File: src/rtl/fir_audio_filter.sv
// ---------------------------------------------------------------------------
// fir_audio_filter
//
// Purpose:
//   16-tap direct-form low-pass FIR for a 16-bit signed PCM audio stream.
//   One sample enters and one filtered sample leaves on every clock. There is
//   no handshake. The coefficients are fixed, symmetric Q1.15 values whose
//   sum is exactly 32768, so the DC gain is exactly 1.0.
//
// Ports:
//   Clk   in   1   system clock, all state updates on the rising edge
//   Rst   in   1   synchronous active-high reset (clears history and output)
//   Xin   in   16  signed input sample, captured on every rising edge
//   Yout  out  16  signed filtered sample, registered
//
// Timing:
//   The sample captured at edge n sits in x[0] after that edge. The output
//   register loads the filter of the current delay-line contents, so that
//   sample first affects Yout after edge n+1. This is a one-cycle pipeline.
// ---------------------------------------------------------------------------
module fir_audio_filter (
    input  logic               Clk,
    input  logic               Rst,
    input  logic signed [15:0] Xin,
    output logic signed [15:0] Yout
);

    localparam int NTAPS = 16;
    localparam int ACC_W = 36;

    // Low-pass taps h0..h15 in Q1.15. They are symmetric and sum to 32768.
    localparam logic signed [15:0] COEFFS [NTAPS] = '{
        -16'sd256,  -16'sd512,  16'sd0,     16'sd1024,
        16'sd2304,  16'sd3584,  16'sd4608,  16'sd5632,
        16'sd5632,  16'sd4608,  16'sd3584,  16'sd2304,
        16'sd1024,  16'sd0,     -16'sd512,  -16'sd256
    };

    localparam logic signed [ACC_W-1:0] ROUND_HALF = 36'sd16384;
    localparam logic signed [ACC_W-1:0] SAT_MAX    = 36'sd32767;
    localparam logic signed [ACC_W-1:0] SAT_MIN    = -36'sd32768;

    // x[0] holds the newest captured sample and x[15] the oldest.
    logic signed [15:0]      x [NTAPS];
    logic signed [ACC_W-1:0] acc;
    logic signed [ACC_W-1:0] rounded;
    logic signed [15:0]      y_next;

    // Exact multiply-accumulate over the whole delay line.
    // The worst-case magnitude is about 35840 * 32768, which fits easily in
    // 36 bits. Each product is formed at full accumulator width, so nothing
    // wraps before the sum is taken.
    // The rounding step adds half an LSB and then shifts arithmetically.
    // This rounds half toward +infinity, including for negative sums.
    // The result saturates so that a large overshoot never wraps its sign.
    always_comb begin
        acc = '0;
        for (int k = 0; k < NTAPS; k++) begin
            acc = acc + (36'(COEFFS[k]) * 36'(x[k]));
        end
        rounded = (acc + ROUND_HALF) >>> 15;
        if (rounded > SAT_MAX) begin
            y_next = 16'sh7fff;
        end else if (rounded < SAT_MIN) begin
            y_next = -16'sh8000;
        end else begin
            y_next = rounded[15:0];
        end
    end

    // Delay line shift and output register.
    // Reset takes priority over capturing a sample, so after a reset the
    // filter restarts from an all-zero history.
    always_ff @(posedge Clk) begin
        if (Rst) begin
            for (int k = 0; k < NTAPS; k++) begin
                x[k] <= '0;
            end
            Yout <= '0;
        end else begin
            x[0] <= Xin;
            for (int k = 1; k < NTAPS; k++) begin
                x[k] <= x[k-1];
            end
            Yout <= y_next;
        end
    end

endmodule

File: config.mk
export PLATFORM = sky130hd
export DESIGN_NAME = fir_audio_filter
export DESIGN_NICKNAME = d
export VERILOG_FILES = /design/src/rtl/fir_audio_filter.sv
export SDC_FILE = /design/constraint.sdc
export NUM_CORES = 1
export LEC_CHECK = 0
export CORE_ASPECT_RATIO = 1.2
export CORE_MARGIN = 5
export CORE_UTILIZATION = 58
export CTS_BUF_LIST = sky130_fd_sc_hd__clkbuf_4 sky130_fd_sc_hd__clkbuf_8
export DETAILED_ROUTE_END_ITERATION = 10
export PLACE_DENSITY = 0.76
export SLEW_MARGIN = 20
export SYNTH_ARGS = -nofsm -noshare
export SYNTH_HDL_FRONTEND = slang
export SYNTH_SLANG_ARGS = --single-unit
export TNS_END_PERCENT = 1
File: constraint.sdc
create_clock -name Clk -period 9.8 [get_ports Clk]
set_clock_uncertainty 0.1 [all_clocks]
set_input_delay 2.45 -clock Clk [delete_from_list [all_inputs] [get_ports Clk]]
set_output_delay 2.45 -clock Clk [all_outputs]
set_load 0.05 [all_outputs]
==> summary.md, run 1 <==
| Metric | Value |
|---|---|
| Worst path slowest cell | `fa_1` |
| Path category of the worst min-delay check | `reg2reg` |
| Worst-path maximum fanout | `15` |
| Gr ovfl total | `0` |
| 1st-pass router iterations | `7` |
| Peak VDD IR | `130 uV` |
| Synth area leaders | `fa_1 26%, dfxtp_1 21%, ha_1 15%` |
| WL per Instance | `17.7 um` |
| Worst Hold Launch | `x[0][214]$_SDFF_PP0_` |
| Worst Path Required | `~10 ns` |
| WHS Path Cells | `1` |
| Critical path capture point type | `flop` |
| ANT cells | `0` |
| Buffers on Ports | `33` |
| Initial Util | `0.586` |
| Delay of the slowest cell on the worst path | `about 0.64 ns` |
| H-Tree Depth | `2` |
| Final Max Tran Viols | `0` |
| Netlist cell types | `64` |
| Via density | `approximately 5.3` |
| Share of cells above drive strength 1 | `0.0614` |
| Yosys reg bits | `272` |
| CTS tree | `built` |
| Crit path kind | `reg2reg` |
| Final min period | `9.46 ns` |
| Pwr Total | `3.97 mW` |
| Reg2Reg Depth | `35` |
| Status | `completed` |
| Fillers | `3545` |
| Nets | `between 3000 and 4000` |
| Leak pwr | `about 14 nW` |
| Via count | `between 15000 and 20000` |
| Slew headroom | `0.250` |
| Die Height | `241 um` |
| Initial DRC count | `approximately 720` |
| Die X | `between 200 and 250 um` |
| Mapped Area | `~0.026 mm2` |
| # DRC | `0` |
| Longest Clk Path Bufs | `3` |
| Total CTS buffers | `49` |
| Initial antenna violation count | `0` |
| Post-synth top area share | `0.261` |
| Antenna Nets Post-Route | `0` |
| Largest net degree at the start of global routing | `about 130` |
| Final core utilization | `0.641` |
| Mean Syn Cell Area | `9.56 um2` |
| Max Cap Viol | `0` |
| I/O pin cnt | `34` |
| Final Cycle Share | `0.965` |
| Worst R2R End | `Yout[3]$_SDFF_PP0_` |
| Total global-route track usage | `0.254` |
| Post-synth EDFFs | `0` |
| Die area | `between 0.04 and 0.05 mm2` |
| Clk sinks | `approximately 270` |
| Commonest cells in the netlist | `568 x inv_1, 335 x fa_1, 311 x ha_1` |
| Post-synth ARST share | `0` |
| Most used DFF post-synth | `dfxtp_1` |
| Core ar. | `~0.044 mm2` |
| Power per cell area | `~140 mW/mm2` |
| Startpoint Class | `flop` |
| Worst Hold End | `x[0][230]$_SDFF_PP0_` |
| Slew at the pin with the worst max-slew slack | `~1.1 ns` |
| First-pass GRT wire length | `a little under 100 mm` |
| RR Startpoint | `x[0][81]$_SDFF_PP0_` |
| WP data arrival | `9.96 ns` |
| R2r setup slk | `about 0.34 ns` |
| Crit path launch | `x[0][81]$_SDFF_PP0_` |
| Final hold vios | `0` |
| Syn nets | `between 3000 and 4000` |
| DP HPWL | `approximately 49 mm` |
| Seq/Total Area, Yosys | `0.212` |
| Area delta synth->final | `9.34%` |
| Yosys Warn Count | `0` |
| Routability cong. | `0.915` |
| Seq. cell area | `about 0.0054 mm2` |
| Clk Latency, worst-skew pair | `between 0.6 and 0.7 ns` |
| Vias in the first global route | `just under 20000` |
| Multi-input gate area | `~0.018 mm2` |
| Worst-path clk slew | `~0.060 ns` |
| Most Frequent Cell on Critical Path | `fa_1` |
| Most common cell in the synthesized netlist | `inv_1` |
| Placed Cells | `around 3300` |
| Cells after synthesis | `2686` |
| Final std cells w/o fill | `between 3000 and 4000` |
| Synth area leader | `fa_1` |
| WL final | `around 59 mm` |
| Peak Freq | `106 MHz` |
| Cell Rows | `between 80 and 90` |
| Finish-stage setup viols | `0` |
| Clock Tree Root | `clkbuf_8` |
## sequential cells by signal, summed over array words and instances, names as in the netlist
register	flops
x	256
Yout	16
## how the worst max path moves through the flow
stage                                     end  slack, ns  cells past startpoint
after floorplan            Yout[0]$_SDFF_PP0_       0.60                     36
after global placement     Yout[0]$_SDFF_PP0_       0.13                     36
after detailed placement  Yout[11]$_SDFF_PP0_      -0.04                     36
after CTS                  Yout[7]$_SDFF_PP0_       0.01                     36
after global routing       Yout[8]$_SDFF_PP0_      -0.06                     36
final                      Yout[3]$_SDFF_PP0_       0.34                     35
## power breakdown
group	switching (mW)	leakage [nW]	internal [mW]
combinational	0.900	11.5	0.634
sequential	0.0243	2.20	1.15
clock	0.532	0.596	0.728
total	1.46	14.3	2.52
## routing by layer
metal	up-vias	routed length (um)	global-route usage
met1	8612	23200	0.292
met3	178	2220	0.0370
li1	8534	-	-
met2	387	29800	0.455
met5	-	0	0
met4	0	4120	0.146
## layout by cell type (no fill, tap or decap), types with 18 or more instances in the layout
master,n
a21o_1,48
a21oi_1,66
buf_4,19
clkbuf_8,62
clkdlybuf4s50_1,32
dfxtp_1,272
fa_1,334
ha_1,310
inv_1,567
nand2_1,62
nand2b_1,26
nand3_1,25
nor2_1,169
nor2b_1,220
nor3_1,45
o21a_1,18
o21ai_0,50
o21bai_1,20
xnor2_1,153
xor2_1,64
## what timing repair did
| item | in CTS | in global routing |
|---|---|---|
| resized for setup | 1 | 47 |
| pin swaps | 0 | 13 |
| setup buffers | 0 | 1 |
| endpoints found under the setup margin | 15 | 16 |
| hold buffers | 0 | 0 |
## cells by family after synthesis
group,Yosys count,synth area share
adder cells (fa/ha/maj),646,0.413
AND/OR/NAND/NOR,620,0.128
buffers and inverters,610,0.0895
AO/OA/AOI/OAI,307,0.0781
flip-flops,272,0.212
XOR/XNOR,223,0.0766
multiplexers,8,0.00322
## final cells by class
cell class,instances,share of cell area
Multi-Input combinational cell,1804,0.646
Sequential cell,272,0.194
Inverter,568,0.0759
Clock buffer,75,0.0336
Tap cell,559,0.0249
Timing Repair Buffer,54,0.0184
Clock inverter,13,0.00722
## through the flow
stage	area, um2	setup slack [ns]	hold slack [ns]	TNS [ns]
after floorplan	25700	0.595	0.314	0
after global placement	26700	0.129	0.319	0
after detailed placement	26700	-0.0382	0.322	-0.437
after CTS	27900	0.0138	0.336	0
after global routing	28100	-0.0558	0.353	-0.617
final	28100	0.343	0.335	0
## critical path: cells and delay by family (launching register included)
| kind | cells | cell delay [ns] |
|---|---|---|
| XOR/XNOR | 3 | 0.62 |
| AO/OA/AOI/OAI | 14 | 2.87 |
| buffers and inverters | 5 | 0.48 |
| AND/OR/NAND/NOR | 3 | 0.51 |
| adder cells (fa/ha/maj) | 10 | 4.47 |
| flip-flops | 1 | 0.35 |
Note: power is estimated with default switching activity, not from simulation.
==> run 2, diff against run 1 <==
PLACE_DENSITY = 0.77   (was 0.76)
SLEW_MARGIN = unset   (was 20)
==> summary.md, run 2 (same netlist as run 1, synthesis figures left out) <==
| Metric | Value |
|---|---|
| Setup slack after layout | `0.290 ns (was 0.343 ns)` |
| WP data arrival | `9.99 ns (was 9.96 ns)` |
| Max Cap Viol | `0 (unchanged)` |
| Worst-path maximum fanout | `15 (unchanged)` |
| Core ar. | `0.0438 mm2 (unchanged)` |
| # DRC | `0 (unchanged)` |
| Buffers on Ports | `33 (unchanged)` |
| Initial antenna violation count | `0 (unchanged)` |
| Total global-route track usage | `0.254 (about the same)` |
| CTS tree | `built (unchanged)` |
| Worst path slowest cell | `fa_1 (unchanged)` |
| Final core utilization | `0.638 (was 0.641)` |
| Finish-stage setup viols | `0 (unchanged)` |
| Clk Latency, worst-skew pair | `0.66 ns (about the same)` |
| Largest reg by FF count | `x (unchanged)` |
| Final Cycle Share | `0.970 (was 0.965)` |
| Clk sinks | `272 (unchanged)` |
| Worst-path clk slew | `0.07 ns (was 0.06 ns)` |
| DP Area | `0.0267 mm2 (about the same)` |
| Routability cong. | `0.914 (was 0.915)` |
| Initial Util | `0.586 (unchanged)` |
| Place WS | `-0.0402 ns (was -0.0382 ns)` |
| I/O pin cnt | `34 (unchanged)` |
| Antenna Nets Post-Route | `0 (unchanged)` |
| Vias in the first global route | `19529 (was 19451)` |
| Final std cells w/o fill | `3346 (was 3345)` |
| 1st-pass router iterations | `5 (was 7)` |
| Peak Freq | `105 MHz (was 106 MHz)` |
| Clock Tree Root | `clkbuf_8 (unchanged)` |
| WL final | `59.9 mm (was 59.3 mm)` |
| Slew headroom | `0.240 (was 0.250)` |
| Initial DRC count | `888 (was 724)` |
| Leak pwr | `14.3 nW (about the same)` |
| Max reg flops | `256 (unchanged)` |
| WL per Instance | `17.9 um (was 17.7 um)` |
| Nets | `3413 (unchanged)` |
| Die area | `0.0486 mm2 (unchanged)` |
| Final hold vios | `0 (unchanged)` |
| Setup TNS | `0 ns (unchanged)` |
| Area delta synth->final | `8.89% (was 9.34%)` |
| Most frequent cells in the layout | `567 x inv_1, 335 x fa_1, 311 x ha_1 (was 567 x inv_1, 334 x fa_1, 310 x ha_1)` |
| Total CTS buffers | `48 (was 49)` |
| Longest Clk Path Bufs | `3 (unchanged)` |
| Power per cell area | `140 mW/mm2 (was 141 mW/mm2)` |
| Critical path capture point type | `flop (unchanged)` |
| Worst Path Required | `10.28 ns (was 10.31 ns)` |
| Via count | `17934 (was 17711)` |
| Path category of the worst min-delay check | `reg2reg (unchanged)` |
| Final min period | `9.51 ns (was 9.46 ns)` |
| Hold slack final | `0.336 ns (was 0.335 ns)` |
| First-pass GRT wire length | `97.6 mm (about the same)` |
| Post-route cell area | `0.0280 mm2 (was 0.0281 mm2)` |
| Placed Cells | `3257 (was 3256)` |
| Share of cells above drive strength 1 | `0.0563 (was 0.0614)` |
| Delay of the slowest cell on the worst path | `0.58 ns (was 0.64 ns)` |
| Final Max Tran Viols | `0 (unchanged)` |
| Slew at the pin with the worst max-slew slack | `1.13 ns (was 1.12 ns)` |
| Largest net degree at the start of global routing | `125 (was 131)` |
| Largest regs | `x (256), Yout (16) (unchanged)` |
| ANT cells | `0 (unchanged)` |
| Multi-input gate area | `0.0181 mm2 (about the same)` |
| Cell Rows | `84 (unchanged)` |
| DP HPWL | `49.0 mm (about the same)` |
| Seq. cell area | `0.00545 mm2 (unchanged)` |
| H-Tree Depth | `2 (unchanged)` |
| Status | `completed (unchanged)` |
| Pwr Total | `3.92 mW (was 3.97 mW)` |
| Die Height | `241 um (unchanged)` |
| Fillers | `3548 (was 3545)` |
| Gr ovfl total | `0 (unchanged)` |
| Crit path kind | `reg2reg (unchanged)` |
| Most common cell after layout, fill and taps aside | `inv_1 (unchanged)` |
| Via density | `5.36 (was 5.29)` |
| Die X | `202 um (unchanged)` |
| Peak VDD IR | `133 uV (was 130 uV)` |
| Startpoint Class | `flop (unchanged)` |
==> run 2: worst max-delay path, delay by kind of cell (launching register included) <==
kind | cells | cell delay (ns)
flops | 1 | 0.34
fa+ha+maj | 10 | 4.47
compound gates | 13 | 2.58
buf+inv | 10 | 0.85
mux | 1 | 0.19
simple gates | 4 | 0.92
==> run 2: timing repair <==
action	4_1_cts	5_1_grt
hold buffers	0	0
endpoints found under the setup margin	15	16
setup buffers	1	0
resized for setup	0	29
pin swaps	1	6
==> run 2: final timing paths <==
path              slack (ns)            startpoint  cells after the start                    to
setup / recovery        0.29  x[0][129]$_SDFF_PP0_                     38    Yout[2]$_SDFF_PP0_
hold / removal          0.34  x[0][216]$_SDFF_PP0_                      1  x[0][232]$_SDFF_PP0_
setup reg to reg        0.29  x[0][129]$_SDFF_PP0_                     38    Yout[2]$_SDFF_PP0_
hold reg to reg         0.34  x[0][216]$_SDFF_PP0_                      1  x[0][232]$_SDFF_PP0_
==> run 2: layout make-up <==
type / count / area share
repair buffers: 55 / 0.0187
flip-flops and latches: 272 / 0.195
multi-input cells: 1804 / 0.646
clock buffers: 69 / 0.0315
inverters: 568 / 0.0762
clock inverters: 19 / 0.00805
well taps: 559 / 0.0250
==> run 2: routing by layer <==
layer | track usage | wire, um | vias to the layer above
met5 | 0 | 0 | -
met4 | 0.130 | 3640 | 0
met3 | 0.0326 | 2450 | 174
met2 | 0.472 | 30800 | 428
met1 | 0.287 | 23000 | 8807
li1 | - | - | 8525
==> run 2: report_power, final <==
group	switching (mW)	leakage, nW	internal (mW)	total, mW
Combinational	0.898	11.5	0.621	1.52
Sequential	0.0243	2.20	1.15	1.18
Clock	0.529	0.564	0.691	1.22
Total	1.45	14.3	2.46	3.92
